--- src/rtl/sequential_logical_right_shift_pkg.sv ---
// rtl/sequential_logical_right_shift_pkg.sv - shared shifter widths and state encoding
package sequential_logical_right_shift_pkg;

  localparam int SLRS_WIDTH = 16;
  localparam int SLRS_CNT_W = 5;

  // Encoding is shared with the left shifter; keep the values fixed.
  typedef enum logic {
    IDLE  = 1'b0,
    SHIFT = 1'b1
  } state_t;

endpackage

--- src/rtl/sequential_logical_right_shift.sv ---
// rtl/sequential_logical_right_shift.sv - multi-cycle logical right shifter, one bit per clock
module sequential_logical_right_shift
  import sequential_logical_right_shift_pkg::*;
#(
  parameter int WIDTH = SLRS_WIDTH,
  parameter int CNT_W = SLRS_CNT_W
) (
  input  logic             clk,
  input  logic             rst,
  input  logic             start,
  input  logic [WIDTH-1:0] A,
  input  logic [WIDTH-1:0] B,
  output logic [WIDTH-1:0] out,
  output logic             underflow,
  output logic             busy,
  output logic             done
);

  localparam logic [WIDTH-1:0] WIDTH_V   = WIDTH[WIDTH-1:0];
  localparam logic [CNT_W-1:0] WIDTH_CNT = CNT_W'(WIDTH);

  state_t           state, state_n;
  logic [WIDTH-1:0] sh, sh_n, out_n;
  logic [CNT_W-1:0] cnt, cnt_n, amt;
  logic             sticky, sticky_n, uf_n, busy_n, done_n;

  // Anything at or beyond WIDTH empties the register, so clamp to WIDTH steps.
  assign amt = (B >= WIDTH_V) ? WIDTH_CNT : B[CNT_W-1:0];

  always_comb begin
    state_n  = state;
    sh_n     = sh;
    cnt_n    = cnt;
    sticky_n = sticky;
    out_n    = out;
    uf_n     = underflow;
    busy_n   = busy;
    done_n   = 1'b0;
    case (state)
      IDLE: begin
        if (start) begin
          sh_n     = A;
          cnt_n    = amt;
          sticky_n = 1'b0;
          busy_n   = 1'b1;
          state_n  = SHIFT;
        end
      end
      SHIFT: begin
        if (cnt != '0) begin
          sh_n     = sh >> 1;
          sticky_n = sticky | sh[0];
          cnt_n    = cnt - CNT_W'(1);
        end else begin
          out_n   = sh;
          uf_n    = sticky;
          done_n  = 1'b1;
          busy_n  = 1'b0;
          state_n = IDLE;
        end
      end
      default: state_n = IDLE;
    endcase
  end

  always_ff @(posedge clk) begin
    if (rst) begin
      state     <= IDLE;
      sh        <= '0;
      cnt       <= '0;
      sticky    <= 1'b0;
      out       <= '0;
      underflow <= 1'b0;
      busy      <= 1'b0;
      done      <= 1'b0;
    end else begin
      state     <= state_n;
      sh        <= sh_n;
      cnt       <= cnt_n;
      sticky    <= sticky_n;
      out       <= out_n;
      underflow <= uf_n;
      busy      <= busy_n;
      done      <= done_n;
    end
  end

endmodule

--- config.mk ---
export PLATFORM = sky130hd
export DESIGN_NAME = sequential_logical_right_shift
export DESIGN_NICKNAME = d
export VERILOG_FILES = /design/src/rtl/sequential_logical_right_shift_pkg.sv /design/src/rtl/sequential_logical_right_shift.sv
export SDC_FILE = /design/constraint.sdc
export NUM_CORES = 1
export LEC_CHECK = 0
export CORE_UTILIZATION = 23
export CTS_CLUSTER_SIZE = 16
export DETAILED_ROUTE_END_ITERATION = 8
export DONT_BUFFER_PORTS = 1
export MAX_ROUTING_LAYER = met4
export PLACE_DENSITY = 0.43
export SLEW_MARGIN = 20
export SYNTH_ARGS = -nofsm -noshare
export SYNTH_HDL_FRONTEND = slang
export SYNTH_SLANG_ARGS = --single-unit
--- constraint.sdc ---
create_clock -name clk -period 2.8 [get_ports clk]
set_clock_uncertainty 0.05 [all_clocks]
set_input_delay 0.14 -clock clk [delete_from_list [all_inputs] [get_ports clk]]
set_output_delay 0.14 -clock clk [all_outputs]
set_load 0.01 [all_outputs]
==> metrics.md, run 1 <==
| Metric | Value |
|---|---|
| Gr busiest metal | `met2` |
| Hold Crit Class | `input port to flip-flop` |
| DP Area | `1870 um^2` |
| Peak supply drop | `0.197 mV` |
| Slew Viols, Final | `0` |
| Critical path required time | `2.92 ns` |
| CTS tree | `done` |
| Global route overflow | `0` |
| Worst EP arrival | `1.99 ns` |
| Ant diodes | `0` |
| Die X | `90.9 um` |
| Clock-pin slew on the worst setup and hold paths | `0.08 ns` |
| Yosys cell types | `32` |
| Syn Std Cell Area | `1820 um^2` |
| Final hold violations | `0` |
| Final setup violation count | `0` |
| Post-synth EDFFs | `0` |
| Register area share after synthesis | `46.2%` |
| First-pass GRT wire length | `7.07 mm` |
| Post-DR vias/cell | `4.44` |
| DR pass1 iterations | `4` |
| Die area | `8270 um^2` |
| Commonest non-fill, non-tap cell in the layout | `dfxtp_1` |
| Total GRT Usage | `11.5%` |
| WL/cell | `14.4 um` |
| Synth Register Bits | `42` |
| Initial drt markers | `61` |
| GR Util met3 | `4.27%` |
| Max cap viols | `0` |
| Slew @ Worst Pin | `0.442 ns` |
| Detail Route Antenna Nets | `0` |
| Die height | `90.9 um` |
| Initial Util | `23.7%` |
| GR Util met1 | `14.5%` |
| Routed vias | `1,353` |
| Port Buffers | `0` |
| Clk sinks | `42` |
| Syn Area/Cell | `9.05 um^2` |
| Routed WL | `4.40 mm` |
| DP Wirelength | `2.94 mm` |
| RSZ-0062 raised after global routing | `no` |
| Startpoint types | `flip-flop` |
| Final min period | `1.87 ns` |
| Layout cells sized above 1 | `14.8%` |
| Dominant synthesized flop cell | `dfxtp_1` |
| Initial antenna violation count | `0` |
| Placer congestion estimate | `0.729` |
| Synthesized Nets | `237` |
| Gate Count Post-Synth | `201` |
| Status | `complete, no violations` |
| Critical path peak fanout | `19` |
| Sum Neg Setup Slack | `0 ns` |
| Number of global-route vias before repair | `1,323` |
| Fmax | `536 MHz` |
| Drc violations | `0` |
| # fillers | `846` |
| Crit Path Class | `flip-flop to flip-flop` |
| Core Rows | `32` |
| Most frequent cells in the layout | `dfxtp_1 (42), nand2_1 (35), nor2_1 (25)` |
| Largest net degree at the start of global routing | `44` |
| Area Growth Syn to Fin | `12.1%` |
| Endpoint type of the worst setup path | `flip-flop` |
| H-tree levels | `2` |
| Slew HR | `70.5%` |
| Tcrit/Tclk final | `66.7%` |
| Final net count | `238` |
| P per Cell Area | `664 nW/um^2` |
| Leak pwr | `0.695 nW` |
| Core area | `7690 um^2` |
| Clock Latency Late Sink | `0.29 ns` |
| Root Driver | `clkbuf_8` |
| Synth warnings | `0` |
| Worst-case hold slack | `0.0276 ns` |
| Clk buf depth | `2` |
| Grt met2 use | `16.7%` |
| CTS resizes | `0` |
| Synth async-reset ratio | `0%` |
| Total CTS buffers | `5` |
| Io pins | `54` |
| Post-route cell area | `2040 um^2` |
state kept, by name, summed over array words and instances (netlist names):
signal     flops
out           16
sh            16
cnt            5
busy           1
done           1
state          1
sticky         1
underflow      1
critical path, cell delays in order (launching register included):
cell	delay [ns]
dfxtp_1	0.33
inv_1	0.08
ha_1	0.21
nor4b_4	0.33
nand2_2	0.32
o21ai_0	0.30
o31ai_1	0.13
cell usage after synthesis (2+ instances only):
cell      count  area (um^2)
nor3_1        4         20.0
nor2b_1       2         12.5
nor2_1       25         93.8
nand2_1      35          131
buf_2         6         30.0
a21oi_2      10         87.6
nand2_2       5         31.3
a211oi_1     15          113
mux2i_1      15          150
o31ai_1       2         15.0
a21oi_1      12         60.1
nor4_1        2         12.5
inv_1         3         11.3
clkbuf_1      6         22.5
dfxtp_1      42          841
layout make-up:
type / instances / area [um^2] / share of cell area, %
flip-flops and latches: 42 / 841 / 41.2
well taps: 102 / 128 / 6.26
repair buffers: 8 / 85.1 / 4.17
multi-input cells: 142 / 880 / 43.1
clock buffers: 6 / 82.6 / 4.05
clock inverters: 2 / 12.5 / 0.613
inverters: 3 / 11.3 / 0.552
where the power goes:
| part | switching [W] | internal (W) | leakage, nW |
|---|---|---|---|
| clock network | 0.000218 | 0.000198 | 0.0472 |
| logic | 0.000133 | 0.0000981 | 0.303 |
| registers | 0.0000541 | 0.000652 | 0.344 |
| total | 0.000406 | 0.000949 | 0.695 |
what timing repair did:
action	CTS	global route
endpoints found under the hold margin	42	0
buffers inserted	0	0
hold buffers	6	0
per-layer routing:
layer  part of all wire (%)  vias to the layer above
met5                      0                        -
met3                    6.1                        6
met4                    1.4                        0
li1                       -                      697
met1                     48                      612
met2                     45                       38
worst paths after layout:
path	end	slack, ns	from	depth (start not counted)
setup / recovery	cnt[3]	0.93	cnt[1]	6
hold / removal	sh[8]	0.03	A[8]	2
setup reg to reg	cnt[3]	0.93	cnt[1]	6
hold reg to reg	underflow	0.41	sticky	2
cells by family after synthesis:
| kind of cell | after synthesis | share of synthesized area [%] |
|---|---|---|
| flops | 42 | 46.2 |
| mux | 15 | 8.25 |
| xor+xnor | 1 | 0.482 |
| simple gates | 77 | 19.2 |
| fa+ha+maj | 1 | 0.688 |
| compound gates | 48 | 19.7 |
| buf+inv | 17 | 5.43 |
through the flow:
stage	cells	util [%]	setup slack (ns)	power (W)
global route	305	26.5	0.718	0.00145
global placement	291	24.4	0.991	0.000936
detailed placement	291	24.4	0.930	0.000937
floorplan	201	-	1.24	0.000910
finish	305	26.5	0.933	0.00135
CTS	305	26.5	0.915	0.00137
No activity file was read; power rests on OpenSTA's default activity.
==> inputs of run 2 (changes only) <==
--- a/config.mk
+++ b/config.mk
@@ -10,7 +10,7 @@
 export DETAILED_ROUTE_END_ITERATION = 8
 export DONT_BUFFER_PORTS = 1
 export MAX_ROUTING_LAYER = met4
-export PLACE_DENSITY = 0.43
+export PLACE_DENSITY = 0.44
 export SLEW_MARGIN = 20
 export SYNTH_ARGS = -nofsm -noshare
 export SYNTH_HDL_FRONTEND = slang
==> constraint.sdc (replaced) <==
create_clock -name clk -period 1.7 [get_ports clk]
set_clock_uncertainty 0.05 [all_clocks]
set_input_delay 0.085 -clock clk [delete_from_list [all_inputs] [get_ports clk]]
set_output_delay 0.085 -clock clk [all_outputs]
set_load 0.01 [all_outputs]
==> run 2 against run 1 <==
Register-to-register slack worse by 0.83 ns. Critical path depth up 1. Maximum frequency up 17%.
==> metrics.md, run 2 (synthesis results as in run 1) <==
| Metric | Value |
|---|---|
| Status | `complete, no violations` |
| CTS tree | `done` |
| Worst EP arrival | `1.75 ns` |
| Number of global-route vias before repair | `1,454` |
| Final min period | `1.59 ns` |
| Core area | `7690 um^2` |
| Initial drt markers | `71` |
| Flop-to-flop setup slack | `0.11 ns` |
| Slew HR | `62.5%` |
| Clk sinks | `42` |
| # fillers | `867` |
| Reg power frac | `47.6%` |
| Die height | `90.9 um` |
| Tcrit/Tclk final | `93.6%` |
| Slew Viols, Final | `0` |
| P per Cell Area | `1060 nW/um^2` |
| H-tree levels | `2` |
| Detail Route Antenna Nets | `0` |
| Ant diodes | `0` |
| Final hold violations | `0` |
| Endpoint type of the worst setup path | `flip-flop` |
| Hold depth | `2` |
| Final net count | `260` |
| Port Buffers | `0` |
| Net load switching power | `0.000685 W` |
| Crit Path Class | `flip-flop to flip-flop` |
| Routed WL | `4.61 mm` |
| Sequential Area | `843 um^2` |
| Worst Min Path Start | `A[14]` |
| Slew @ Worst Pin | `0.556 ns` |
| Critical path required time | `1.86 ns` |
| RSZ-0062 raised after global routing | `no` |
| Area Growth Syn to Fin | `25.9%` |
| Placer congestion estimate | `0.756` |
| Leak pwr | `0.805 nW` |
| Layout Cells excl Fill | `327` |
| Hold path endpoint | `sh[14]` |
| Io pins | `54` |
| Global route overflow | `0` |
| Post-DR vias/cell | `4.39` |
| Hold Crit Class | `input port to flip-flop` |
| Most frequent cells in the layout | `dfxtp_1 (40), nand2_1 (35), nor2_1 (25)` |
| Placed Instances | `296` |
| Drc violations | `0` |
| Combinational share of power | `20.0%` |
| Clock power frac | `32.4%` |
| Worst reg-to-reg path cell count | `7` |
| Die X | `90.9 um` |
| Peak supply drop | `0.381 mV` |
| Startpoint types | `flip-flop` |
| Largest net degree at the start of global routing | `44` |
| Layout cells sized above 1 | `19.1%` |
| Core Rows | `32` |
| Total CTS buffers | `5` |
| Sw Share | `28.2%` |
| Fmax | `628 MHz` |
| Die area | `8270 um^2` |
| Routed vias | `1,434` |
| Sum Neg Setup Slack | `0 ns` |
| Reg-to-reg startpoint | `cnt[0]` |
| Clock-pin slew on the worst setup and hold paths | `0.08 ns` |
| Clk buf depth | `2` |
| Root Driver | `clkbuf_8` |
| Max cap viols | `0` |
| Post-Route Utilization | `29.8%` |
| DR pass1 iterations | `4` |
| Multi-input logic area | `897 um^2` |
| FF-to-FF End | `cnt[3]` |
| Final setup violation count | `0` |
| Critical path peak fanout | `6` |
| DP Wirelength | `3.07 mm` |
| Initial antenna violation count | `0` |
| Biggest regs | `out (16), sh (16), cnt (5)` |
| First-pass GRT wire length | `7.39 mm` |
| Total GRT Usage | `11.9%` |
| Pint | `0.00174 W` |
| Clock Latency Late Sink | `0.29 ns` |
| Initial Util | `23.7%` |
| Commonest non-fill, non-tap cell in the layout | `dfxtp_1` |
| WL/cell | `14.1 um` |
## run 2: changes by cell type in the layout (fill, tap and decap cells not counted), sizes merged
cell / change
bufinv: +1
clkinv: -1
buf: +8
dlygate4sd3: +14
## run 2: stage by stage
step                      instance area (um^2)  hold slack [ns]  total power (W)  worst slack (ns)
final                                     2290           0.0258          0.00243             0.108
after global routing                      2290           0.0412          0.00258           0.00606
after CTS                                 2240           0.0262          0.00245            0.0324
after detailed placement                  1920            0.106          0.00158            0.0522
after global placement                    1920            0.105          0.00158            0.0945
after floorplan                           1820            0.178          0.00150             0.138
## run 2: critical path: stages (launching register included)
cell and delay, ns:
dfxtp_2 0.34, inv_2 0.08, ha_4 0.13, nor4b_4 0.29, a21oi_2 0.14, buf_6 0.16
a211o_1 0.27, o31ai_2 0.06
## run 2: worst max-delay path by stage
| stage | slack, ns | start | cells past startpoint | to |
|---|---|---|---|---|
| 5_1_grt | 0.006 | cnt[0] | 7 | cnt[3] |
| 6_report | 0.11 | cnt[0] | 7 | cnt[3] |
| 3_5_place_dp | 0.05 | cnt[1] | 7 | cnt[3] |
| 4_1_cts | 0.03 | cnt[1] | 7 | cnt[3] |
| 2_1_floorplan | 0.14 | cnt[1] | 7 | out[10] |
| 3_3_place_gp | 0.09 | cnt[1] | 7 | cnt[3] |
## run 2: area by class of cell
cell class / instances / share of cell area [%]
inverter: 3 / 0.492
sequential: 42 / 36.8
clock buffer: 6 / 3.17
timing repair buffer: 30 / 13.2
tap: 102 / 5.57
multi-input combinational: 142 / 39.2
clock inverter: 2 / 1.64
## run 2: routing by layer
layer	GRT usage, %	routed length (um)
met2	18.2	2170
met4	4.37	39
met5	-	0
met3	4.10	277
met1	14.5	2130
## run 2: timing repair
action / CTS / global route
hold endpoints to repair: 42 / 0
hold buffers: 20 / 0
setup endpoints to repair: 0 / 22
resized for setup: 0 / 8
buffers inserted: 0 / 3
## run 2: power by group through the flow
| stage | Sequential (W) | Combinational (W) | Clock (W) |
|---|---|---|---|
| CTS | 0.00116 | 0.000463 | 0.000825 |
| global route | 0.00117 | 0.000537 | 0.000872 |
| detailed placement | 0.00118 | 0.000400 | 0 |
| floorplan | 0.00116 | 0.000341 | 0 |
| global placement | 0.00118 | 0.000397 | 0 |
| finish | 0.00116 | 0.000486 | 0.000787 |
==> inputs of run 3 (changes only) <==
--- a/config.mk
+++ b/config.mk
@@ -9,7 +9,6 @@
 export CTS_CLUSTER_SIZE = 16
 export DETAILED_ROUTE_END_ITERATION = 8
 export DONT_BUFFER_PORTS = 1
-export MAX_ROUTING_LAYER = met4
 export PLACE_DENSITY = 0.44
 export SLEW_MARGIN = 20
 export SYNTH_ARGS = -nofsm -noshare
==> run 3 against run 2 <==
Register-to-register slack hardly changed. Count of clock-buffer cells in the layout is the same. Global-route usage shrank 0.33 points. Sequential power is essentially flat. Maximum frequency rose by 0.42%. Die area unchanged. Wire length decreased by 0.54%. Total power fell by 0.21%. Non-clock buffer count unchanged. Largest cell class unchanged. Largest power group unchanged.
==> metrics.md, run 3 (synthesis results as in run 1) <==
| Metric | Value |
|---|---|
| P per Cell Area | `1060 nW/um^2` |
| Root Driver | `clkbuf_8` |
| Hold depth | `2` |
| Post-Route Utilization | `29.7%` |
| FF-to-FF End | `cnt[3]` |
| Slowest-stage cell, CP | `dfxtp_2` |
| Biggest regs | `out (16), sh (16), cnt (5)` |
| Worst Min Path Start | `A[14]` |
| Total CTS buffers | `5` |
| Slew @ Worst Pin | `0.516 ns` |
| Clock Latency Late Sink | `0.29 ns` |
| H-tree levels | `2` |
| Startpoint types | `flip-flop` |
| Placer congestion estimate | `0.747` |
| Critical path's top delay family | `compound AO/OA/AOI/OAI gates` |
| Status | `complete, no violations` |
| Final setup violation count | `0` |
| Drc violations | `0` |
| Area Growth Syn to Fin | `25.7%` |
| Fmax | `631 MHz` |
| Ant diodes | `0` |
| Combinational share of power | `19.9%` |
| Slew HR | `65.3%` |
| Critical path peak fanout | `6` |
| CTS tree | `done` |
| Total stage count of the critical path | `7` |
| Slew Viols, Final | `0` |
| Routed WL | `4.59 mm` |
| Flop-to-flop setup slack | `0.11 ns` |
| Clock-pin slew on the worst setup and hold paths | `0.08 ns` |
| First-pass GRT wire length | `7.39 mm` |
| Layout Cells excl Fill | `327` |
| Sw Share | `28.1%` |
| Port Buffers | `0` |
| Layout cells sized above 1 | `18.7%` |
| Final min period | `1.59 ns` |
| Routed vias | `1,452` |
| Hold Crit Class | `input port to flip-flop` |
| Reg-to-reg startpoint | `cnt[0]` |
| Net load switching power | `0.000681 W` |
| DP Wirelength | `3.07 mm` |
| Total GRT Usage | `11.6%` |
| Core area | `7690 um^2` |
| Hold path endpoint | `sh[14]` |
| Initial drt markers | `56` |
| Die height | `90.9 um` |
| Core Rows | `32` |
| Max cap viols | `0` |
| Largest net degree at the start of global routing | `44` |
| Die X | `90.9 um` |
| Endpoint type of the worst setup path | `flip-flop` |
| Post-DR vias/cell | `4.44` |
| Peak supply drop | `0.379 mV` |
| DR pass1 iterations | `4` |
| Initial Util | `23.7%` |
| Tcrit/Tclk final | `93.3%` |
| Commonest non-fill, non-tap cell in the layout | `dfxtp_1` |
| Io pins | `54` |
| Crit Path Class | `flip-flop to flip-flop` |
| Clk sinks | `42` |
| Most frequent cells in the layout | `dfxtp_1 (40), nand2_1 (35), nor2_1 (25)` |
| Worst EP arrival | `1.74 ns` |
| Buf+Inv Stages, Crit Path | `2` |
| Leak pwr | `0.803 nW` |
| Detail Route Antenna Nets | `0` |
| Die area | `8270 um^2` |
| Clock power frac | `32.4%` |
| Reg power frac | `47.7%` |
| Max incr delay on CP | `0.33 ns` |
| Critical path required time | `1.85 ns` |
| Clk buf depth | `2` |
| Final hold violations | `0` |
| Pint | `0.00174 W` |
| Final net count | `260` |
| Worst reg-to-reg path cell count | `7` |
| Number of global-route vias before repair | `1,449` |
| CP Cell Sequence | `inv_2, ha_4, nor4b_4, a21oi_2, buf_6, a211o_1, o31ai_1` |
| Initial antenna violation count | `0` |
| WL/cell | `14.0 um` |
| Global route overflow | `0` |
| Placed Instances | `296` |
## run 3: cell count changes in the layout (fill, tap and decap cells not counted)
cell,before,now
o31ai_1,1,2
o31ai_2,1,0
## run 3: metrics by stage
step / setup TNS (ns) / cell area [um^2] / hold slack, ns / total power (W) / setup WS, ns
final: 0 / 2290 / 0.0260 / 0.00242 / 0.115
after global routing: -0.00743 / 2290 / 0.0393 / 0.00258 / -0.00743
after CTS: 0 / 2240 / 0.0262 / 0.00245 / 0.0324
after detailed placement: 0 / 1920 / 0.106 / 0.00158 / 0.0522
after global placement: 0 / 1920 / 0.105 / 0.00158 / 0.0945
after floorplan: 0 / 1820 / 0.178 / 0.00150 / 0.138
## run 3: power by group through the flow
stage	Combinational, W	Sequential [W]	Clock [W]
4_1_cts	0.000463	0.00116	0.000825
2_1_floorplan	0.000341	0.00116	0
6_report	0.000482	0.00116	0.000786
5_1_grt	0.000535	0.00117	0.000872
3_3_place_gp	0.000397	0.00118	0
3_5_place_dp	0.000400	0.00118	0
## run 3: layer usage
metal | vias up | GRT usage [%] | share of wire [%]
li1 | 741 | - | -
met1 | 670 | 14.5 | 45
met2 | 39 | 18.1 | 47
met3 | 2 | 4.27 | 6.8
met4 | 0 | 4.37 | 0.85
met5 | - | 0 | 0
## run 3: how the worst max path moves through the flow
stage,from,to,slack [ns]
CTS,cnt[1],cnt[3],0.03
floorplan,cnt[1],out[10],0.14
global placement,cnt[1],cnt[3],0.09
detailed placement,cnt[1],cnt[3],0.05
global route,cnt[0],cnt[3],-0.007
finish,cnt[0],cnt[3],0.11
## run 3: area by class of cell
class                   instances  area [um^2]
fillers                       868         5400
multi-input cells             142          892
flip-flops and latches         42          843
repair buffers                 30          302
well taps                     102          128
clock buffers                   6         72.6
clock inverters                 2         37.5
inverters                       3         11.3
## run 3: timing repair
action                                 CTS  global route
buffers inserted                         0             3
hold buffers                            20             0
gates resized for setup                  0             7
endpoints found under the hold margin   42             0
setup endpoints to repair                0            22
